File: src/rtl/note_sequencer.sv
// Step sequencer that plays {dur, note} entries from a small write-only
// memory and hands the current note, gate and note-start strobe to a
// sine generator. Every output is a register.
//
// Handshake: i_start is a level that is acted on only in IDLE when i_stop is low.
// i_stop aborts from any non-IDLE state and wins over i_start.
// o_note_start and o_done are single-cycle pulses, and o_busy is high outside IDLE.
module note_sequencer #(
    parameter int TICK_DIV = 1000,
    parameter int GAP_CYC  = 16,
    parameter int ADDR_W   = 4
) (
    input  logic              i_clk,
    input  logic              i_reset,
    input  logic              i_start,
    input  logic              i_stop,
    input  logic              i_loop_en,
    input  logic              i_wr_en,
    input  logic [ADDR_W-1:0] i_wr_addr,
    input  logic [7:0]        i_wr_data,
    output logic [3:0]        o_note,
    output logic              o_gate,
    output logic              o_note_start,
    output logic [ADDR_W-1:0] o_step,
    output logic              o_busy,
    output logic              o_done,
    output logic [2:0]        o_state
);

    localparam int DEPTH = 1 << ADDR_W;
    localparam int TW    = $clog2(TICK_DIV);
    localparam int GW    = (GAP_CYC > 1) ? $clog2(GAP_CYC) : 1;
    localparam logic [TW-1:0]     TICK_LAST = TW'(TICK_DIV - 1);
    localparam logic [GW-1:0]     GAP_LAST  = GW'(GAP_CYC - 1);
    localparam logic [ADDR_W-1:0] STEP_LAST = {ADDR_W{1'b1}};

    typedef enum logic [2:0] {
        S_IDLE  = 3'd0,
        S_FETCH = 3'd1,
        S_LOAD  = 3'd2,
        S_PLAY  = 3'd3,
        S_GAP   = 3'd4,
        S_DONE  = 3'd5
    } state_t;

    state_t            r_state;
    logic [7:0]        r_mem [DEPTH];
    logic [7:0]        r_data;
    logic [3:0]        r_note;
    logic              r_gate;
    logic              r_note_start;
    logic [ADDR_W-1:0] r_step;
    logic              r_busy;
    logic              r_done;
    logic [3:0]        r_rem;
    logic [TW-1:0]     r_tick;
    logic [GW-1:0]     r_gap;

    state_t            w_state;
    logic [3:0]        w_note;
    logic              w_gate;
    logic              w_note_start;
    logic [ADDR_W-1:0] w_step;
    logic              w_done;
    logic [3:0]        w_rem;
    logic [TW-1:0]     w_tick;
    logic [GW-1:0]     w_gap;

    // Step memory: writes only while idle, never cleared; FETCH reads the current entry.
    always_ff @(posedge i_clk) begin
        if (i_wr_en && !r_busy) r_mem[i_wr_addr] <= i_wr_data;
        if (r_state == S_FETCH) r_data <= r_mem[r_step];
    end

    // State register.
    always_ff @(posedge i_clk) begin
        if (i_reset) r_state <= S_IDLE;
        else         r_state <= w_state;
    end

    // Next state, next outputs and next counter values.
    always_comb begin
        w_state      = r_state;
        w_note       = r_note;
        w_gate       = r_gate;
        w_note_start = 1'b0;
        w_step       = r_step;
        w_done       = 1'b0;
        w_rem        = r_rem;
        w_tick       = r_tick;
        w_gap        = r_gap;
        case (r_state)
            S_IDLE: begin
                if (i_start && !i_stop) begin
                    w_state = S_FETCH;
                    w_step  = '0;
                end
            end
            S_FETCH: w_state = S_LOAD;
            S_LOAD: begin
                if (r_data[7:4] != 4'd0) begin
                    w_note       = r_data[3:0];
                    w_rem        = r_data[7:4];
                    w_tick       = '0;
                    w_note_start = 1'b1;
                    w_gate       = (r_data[3:0] != 4'hF);
                    w_state      = S_PLAY;
                end else if (i_loop_en && (r_step != '0)) begin
                    // An empty step 0 never loops, so an empty sequence cannot spin.
                    w_step  = '0;
                    w_state = S_FETCH;
                end else begin
                    w_gate  = 1'b0;
                    w_done  = 1'b1;
                    w_state = S_DONE;
                end
            end
            S_PLAY: begin
                if (r_tick == TICK_LAST) begin
                    w_tick = '0;
                    if (r_rem == 4'd1) begin
                        w_gate  = 1'b0;
                        w_gap   = '0;
                        w_state = S_GAP;
                    end else begin
                        w_rem = r_rem - 4'd1;
                    end
                end else begin
                    w_tick = r_tick + 1'b1;
                end
            end
            S_GAP: begin
                w_gate = 1'b0;
                if (r_gap == GAP_LAST) begin
                    // Running off the last address acts like an end marker.
                    if (r_step == STEP_LAST) begin
                        if (i_loop_en) begin
                            w_step  = '0;
                            w_state = S_FETCH;
                        end else begin
                            w_done  = 1'b1;
                            w_state = S_DONE;
                        end
                    end else begin
                        w_step  = r_step + 1'b1;
                        w_state = S_FETCH;
                    end
                end else begin
                    w_gap = r_gap + 1'b1;
                end
            end
            S_DONE: w_state = S_IDLE;
            default: w_state = S_IDLE;
        endcase
        if (i_stop && (r_state != S_IDLE)) begin
            w_state      = S_IDLE;
            w_gate       = 1'b0;
            w_note_start = 1'b0;
            w_done       = 1'b0;
        end
    end

    // Output and counter registers.
    always_ff @(posedge i_clk) begin
        if (i_reset) begin
            r_note       <= 4'd0;
            r_gate       <= 1'b0;
            r_note_start <= 1'b0;
            r_step       <= '0;
            r_busy       <= 1'b0;
            r_done       <= 1'b0;
            r_rem        <= 4'd0;
            r_tick       <= '0;
            r_gap        <= '0;
        end else begin
            r_note       <= w_note;
            r_gate       <= w_gate;
            r_note_start <= w_note_start;
            r_step       <= w_step;
            r_busy       <= (w_state != S_IDLE);
            r_done       <= w_done;
            r_rem        <= w_rem;
            r_tick       <= w_tick;
            r_gap        <= w_gap;
        end
    end

    assign o_note       = r_note;
    assign o_gate       = r_gate;
    assign o_note_start = r_note_start;
    assign o_step       = r_step;
    assign o_busy       = r_busy;
    assign o_done       = r_done;
    assign o_state      = r_state;

endmodule

File: config.mk
export PLATFORM = sky130hd
export DESIGN_NAME = note_sequencer
export DESIGN_NICKNAME = d
export VERILOG_FILES = /design/src/rtl/note_sequencer.sv
export SDC_FILE = /design/constraint.sdc
export NUM_CORES = 1
export LEC_CHECK = 0
export BUFFER_PORTS_ARGS = -buffer_cell sky130_fd_sc_hd__buf_2
export CAP_MARGIN = 20
export CELL_PAD_IN_SITES_DETAIL_PLACEMENT = 1
export CELL_PAD_IN_SITES_GLOBAL_PLACEMENT = 1
export CORE_UTILIZATION = 51
export CTS_BUF_LIST = sky130_fd_sc_hd__clkbuf_16
export DETAILED_ROUTE_END_ITERATION = 10
export GPL_TIMING_DRIVEN = 0
export PLACE_DENSITY_LB_ADDON = 0.1
export SLEW_MARGIN = 20
export SYNTH_ARGS = -nofsm -noshare
export SYNTH_HDL_FRONTEND = slang
export SYNTH_SLANG_ARGS = --single-unit
File: constraint.sdc
create_clock -name i_clk -period 3.3 [get_ports i_clk]
set_input_delay 0.825 -clock i_clk [delete_from_list [all_inputs] [get_ports i_clk]]
set_output_delay 0.825 -clock i_clk [all_outputs]
set_load 0.01 [all_outputs]
==> Word-level counts from Yosys, hierarchy flattened <==
Memories as Yosys holds them, arrays and structs flattened. A register that Yosys moved wholly into a read port is not among the register bits.
Cells that the tools add are included.
{ "word_totals": {"ff_bits": 33, "latchBits": 0, "ram_bits": 128, "romBits": 0, "inputBits": 18, "out_inout_bits": 15, "mem_count": 1} }
{ "memory_table": {"columns": ["memory", "depth", "word_bits", "read_ports", "rd_clocked_by_memory_dff", "wr", "line_no", "rtl"], "rows": [
  ["r_mem", 16, 8, 1, 1, 1, "47", "logic [7:0] r_mem [DEPTH];"]
]} }
{ "op_classes": {"addsub": 4, "n_mul": 0, "n_div": 0, "magnitude_cmp": 0, "n_eq_ne": 20, "shift": 0, "mux": 42, "bitwise": 1, "n_reduce_logical": 23} }
{ "ops": {"columns": ["op", "n"], "rows": [
  ["4-bit 2-to-1 mux", 12],
  ["3-bit 2-to-1 mux", 9],
  ["10-bit 2-to-1 mux", 2],
  ["10-bit case mux with 2 select lines", 1],
  ["2-bit inequality test, second input constant", 9],
  ["4-bit case mux with 2 select lines", 2],
  ["3-bit case mux with 5 select lines", 1],
  ["1-bit 2-to-1 mux", 12],
  ["4-bit case mux with 3 select lines", 1],
  ["4-bit AND reduction", 3],
  ["3-bit nonzero test", 4],
  ["10-bit by 1-bit adder with 10-bit output, second input constant", 1],
  ["10-bit == test, second input constant", 1],
  ["4-bit by 1-bit adder with 4-bit output, second input constant", 2],
  ["4-bit == test, second input constant", 2],
  ["4-bit nonzero test", 2],
  ["3-bit by 2-bit == test with 1-bit output, second input constant", 2],
  ["3-bit inequality test, second input constant", 2],
  ["6-bit AND reduction", 1],
  ["4-bit by 1-bit == test with 1-bit output, second input constant", 1],
  ["1-bit logical AND", 4],
  ["4-bit inequality test, second input constant", 1],
  ["2-bit AND reduction", 2],
  ["2-bit nonzero test", 2],
  ["10 further kinds", 11]
]} }

==> Longest topological paths before layout <==
{ "depth": {"ltp_word": 7, "depth_mapped": 10, "mapped_depth_nobuf": 7} }

==> Worst setup path before layout <==
No wires, ideal clock.
{ "synth_timing": {"path_kind": "reg2reg", "from": "register r_step[1], in the netlist o_step[1]", "to": "register r_step[1], in the netlist o_step[1]", "setup_ns": 0.067, "t_arrival_ns": 2.736, "path_slack_ns": 0.497, "path_stages_with_launch": 11, "path_buffers": 3, "path_cell_list": "dfxtp_1 -> clkbuf_1 -> clkbuf_1 -> clkinv_1 -> ha_1 -> or3b_2 -> a41oi_1 -> or4_1 -> clkbuf_1 -> or2_1 -> a21oi_2"} }
{ "synth_between": {"elab_chain_len": 4} }
{ "synth_lines": {"columns": ["item", "line_no", "rtl"], "rows": [
  ["from (decl)", "52", "logic [ADDR_W-1:0] r_step;"],
  ["from (signal assigned)", "179", "r_step <= w_step;"],
  ["4-bit by 1-bit adder with 4-bit output (tied with other cells)", "145", "w_step = r_step + 1'b1;"],
  ["4-bit 2-to-1 mux / 1-bit logical AND (equally long branches)", "136, 108", null],
  ["4-bit 2-to-1 mux / 2-bit inequality test (equally long branches)", null, null],
  ["4-bit case mux with 3 select lines / 6-bit AND reduction (equally long branches)", null, null]
]} }
Several ways; a longest one is shown, not always the timed one. The select of a mux whose other input is x is not followed.
A chain may end at the register's enable or synchronous reset.

==> Worst setup path in the final report <==
Ends and elaborated chain as after synthesis.

==> impl_metrics.ini <==
[sta]
slew_headroom_pct = 32.71
max_freq_ghz = 0.3299
hold_violations = 0
finalClockSkew_ns = 0.006454
slew_viol_final = 0
setup_tns_ns = 0
tightest_slew_ns = 1.002
setup_violations = 0
whs_ns = 0.4979
post-route-period-util_pct = 91.85
rsz0062_at_grt = no
post-route-min-period_ns = 3.031

[drt]
firstDrtPassIters = 4
wl_met3_um = 652
vias = 4238
antenna_left = 0
m1WireLength_mm = 6.783
avgRoutedWirePerCell_um = 22.57
drt_iter0_markers = 206
dr_wl_met2_mm = 8.132
drcViolationCount = 0
wl_mm = 15.89
vias_per_cell = 6.020
top_layer_used = met4

[logic_synthesis]
synthesis.instances = 468
synth_fp_nets = 492
synth_cell_types = 48
avgSynthCellArea_um2 = 14.94
seq_area_frac_synth_pct = 67.85
synth_area_leaders = edfxtp_1 (58%), mux4_2 (10%), dfxtp_1 (9.4%)
ys.warnings.count = 0
synth_edf_count = 136
synth_top_area_share_pct = 58.40
ys.flop_type = edfxtp_1
async_reset_ff_share_pct = 0
synth-seq-cells = 169
yosysTopAreaCell = edfxtp_1
synthesis.area_um2 = 6993

[setup_path]
r2r-start = o_step[1]
reg2reg_depth = 9
crit_path_max_fanout = 19
cp-end-kind = flop
r2r-end = o_step[1]
critPathArrivalTime_ns = 3.38
path_class = reg2reg
rrSetupSlack_ns = 0.27
startpoint_type = flop
crit_required_ns = 3.65

[die]
num_io_pins = 33
start_util_pct = 52.60
die_w_um = 119.1
die_h_um = 119.1
die_area_um2 = 14180
placementRows = 42
core_area_um2 = 13300

[global_routing]
grt_max_degree = 20
globalRouteOverflowTotal = 0
grt_pass1_wl_mm = 25.23
grt_pass1_vias = 4407
antenna_found_initial = 0
grt_usage_pct = 24.69

[final_layout]
fin_nets = 541
seq_area_um2 = 4745
multi_input_area_um2 = 2140
fill_cells = 1264
synthToLayoutAreaGrowth_pct = 13.22
antenna_cells = 0
final_layout_size_suffix_gt1_share_pct = 20.08
final_core_util_pct = 59.55

[clock_network]
cts_tree = done
clock_path_buffers = 2
h-tree-depth = 4
root_buffer = clkbuf_16
numCtsBuffers = 17
cts.clk_slew.worst_paths_ns = 0.06
clock-sinks = 169
insertion_delay_ns = 0.41

[min_path]
hp-start = r_rem[3]
holdPathEnd = r_rem[3]
hp-class = reg2reg
worstHoldPathCells = 2

[placed_design]
place_congestion = 0.8268
dp_hpwl_mm = 11.03
numPortBuffers = 32

[flow_run]
maxCapViolCount = 0

[run_status]
status = complete, no violations

[power]
p_leak_nw = 2.607
power.density_nw_per_um2 = 552.4
ir_drop_v = 0.0003621
report.power.total_mw = 4.374
-- state kept, by name, indices dropped and copies added, names as in the netlist --
| signal | cells |
|---|---|
| o_busy | 1 |
| o_done | 1 |
| o_gate | 1 |
| o_note | 4 |
| o_note_start | 1 |
| o_state | 3 |
| o_step | 4 |
| r_data | 8 |
| r_gap | 4 |
| r_mem | 128 |
| r_rem | 4 |
| r_tick | 10 |
-- cell families after synthesis --
| logic type | Yosys count | synth area share [%] |
|---|---|---|
| compound gates | 79 | 7.372 |
| buf+inv | 32 | 1.843 |
| simple gates | 143 | 10.56 |
| fa+ha+maj | 6 | 1.074 |
| flops | 169 | 67.85 |
| mux | 39 | 11.31 |
-- cell type report --
class,count,area share [%]
buffer,23,1.217
clock buffer,17,5.373
clock inverter,13,1.327
inverter,7,0.3319
multi-input combinational,267,27.02
sequential,169,59.92
tap,176,2.781
timing repair buffer,32,2.023
-- through the flow --
step	instance area, um2	instances	setup WS [ns]
3_3_place_gp	7373	676	-0.2770
2_1_floorplan	6993	468	0.4969
5_1_grt	7918	704	0.09530
4_1_cts	7921	705	0.1336
6_report	7918	704	0.2689
3_5_place_dp	7393	676	-0.2621
-- synthesized netlist by cell type, types with 2 or more instances --
cell / count
edfxtp_1: 136
nand3b_1: 2
a31oi_1: 9
or4_1: 2
o31ai_1: 2
or3_1: 7
nand4b_1: 4
dfxtp_1: 33
nor3_1: 11
nand2b_1: 6
clkbuf_1: 19
a21o_1: 2
nor2_1: 39
mux2i_1: 7
buf_2: 4
and2_1: 2
ha_1: 6
inv_1: 6
or3b_2: 4
a311oi_1: 7
nor2b_1: 14
a21oi_1: 20
nand2_1: 36
nand3_1: 4
a211oi_1: 10
and3_1: 5
mux4_2: 32
o21ai_0: 16
a41oi_1: 4
-- worst max-delay path: stages, from the launching register on --
cell and delay [ns]:
dfxtp_1 0.39, clkbuf_2 0.45, clkinv_1 0.42, ha_1 0.30, or3b_2 0.22, a41oi_1 0.13, or4_1 0.50, clkbuf_1 0.18
or2_1 0.26, a21oi_2 0.12
-- per-layer routing --
metal | vias up | track usage (%)
met3 | 24 | 4.789
met4 | 0 | 10.21
met5 | - | 0
li1 | 1930 | -
met2 | 120 | 40.99
met1 | 2164 | 31.91
-- report_power, final --
part	internal [mW]	leakage (nW)	switching [mW]
sequential	2.34	1.50	0.0194
clock	1.02	0.257	0.799
combinational	0.0598	0.854	0.132
total	3.42	2.61	0.950
-- worst max-delay path by stage --
stage               from        end  cells past startpoint
2_1_floorplan  o_step[1]  o_step[1]                     10
3_3_place_gp   o_step[1]  o_step[1]                     10
3_5_place_dp   o_step[1]  o_step[1]                     10
4_1_cts        o_step[0]  o_step[1]                     10
5_1_grt        o_step[1]  o_step[1]                      9
6_report       o_step[1]  o_step[1]                      9
-- cells in the final DEF, fill, tap and decap left out, types with 7 or more instances in the layout --
cell type  count
a211oi_1      10
clkbuf_1      16
a21oi_1       20
o21ai_0       16
or3_1          7
nor2_1        39
nand2_1       36
nor2b_1       14
clkbuf_16     17
a311oi_1       7
mux2i_1        7
nor3_1         7
buf_2         36
a31oi_1        9
edfxtp_1     136
mux4_2        32
dfxtp_1       33
-- repair_timing --
item / 4_1_cts / 5_1_grt
setup buffers: 0 / 0
gates resized for setup: 1 / 0
endpoints found under the setup margin: 4 / 2
hold buffers: 0 / 0
(Power assumes the default switching activity.)
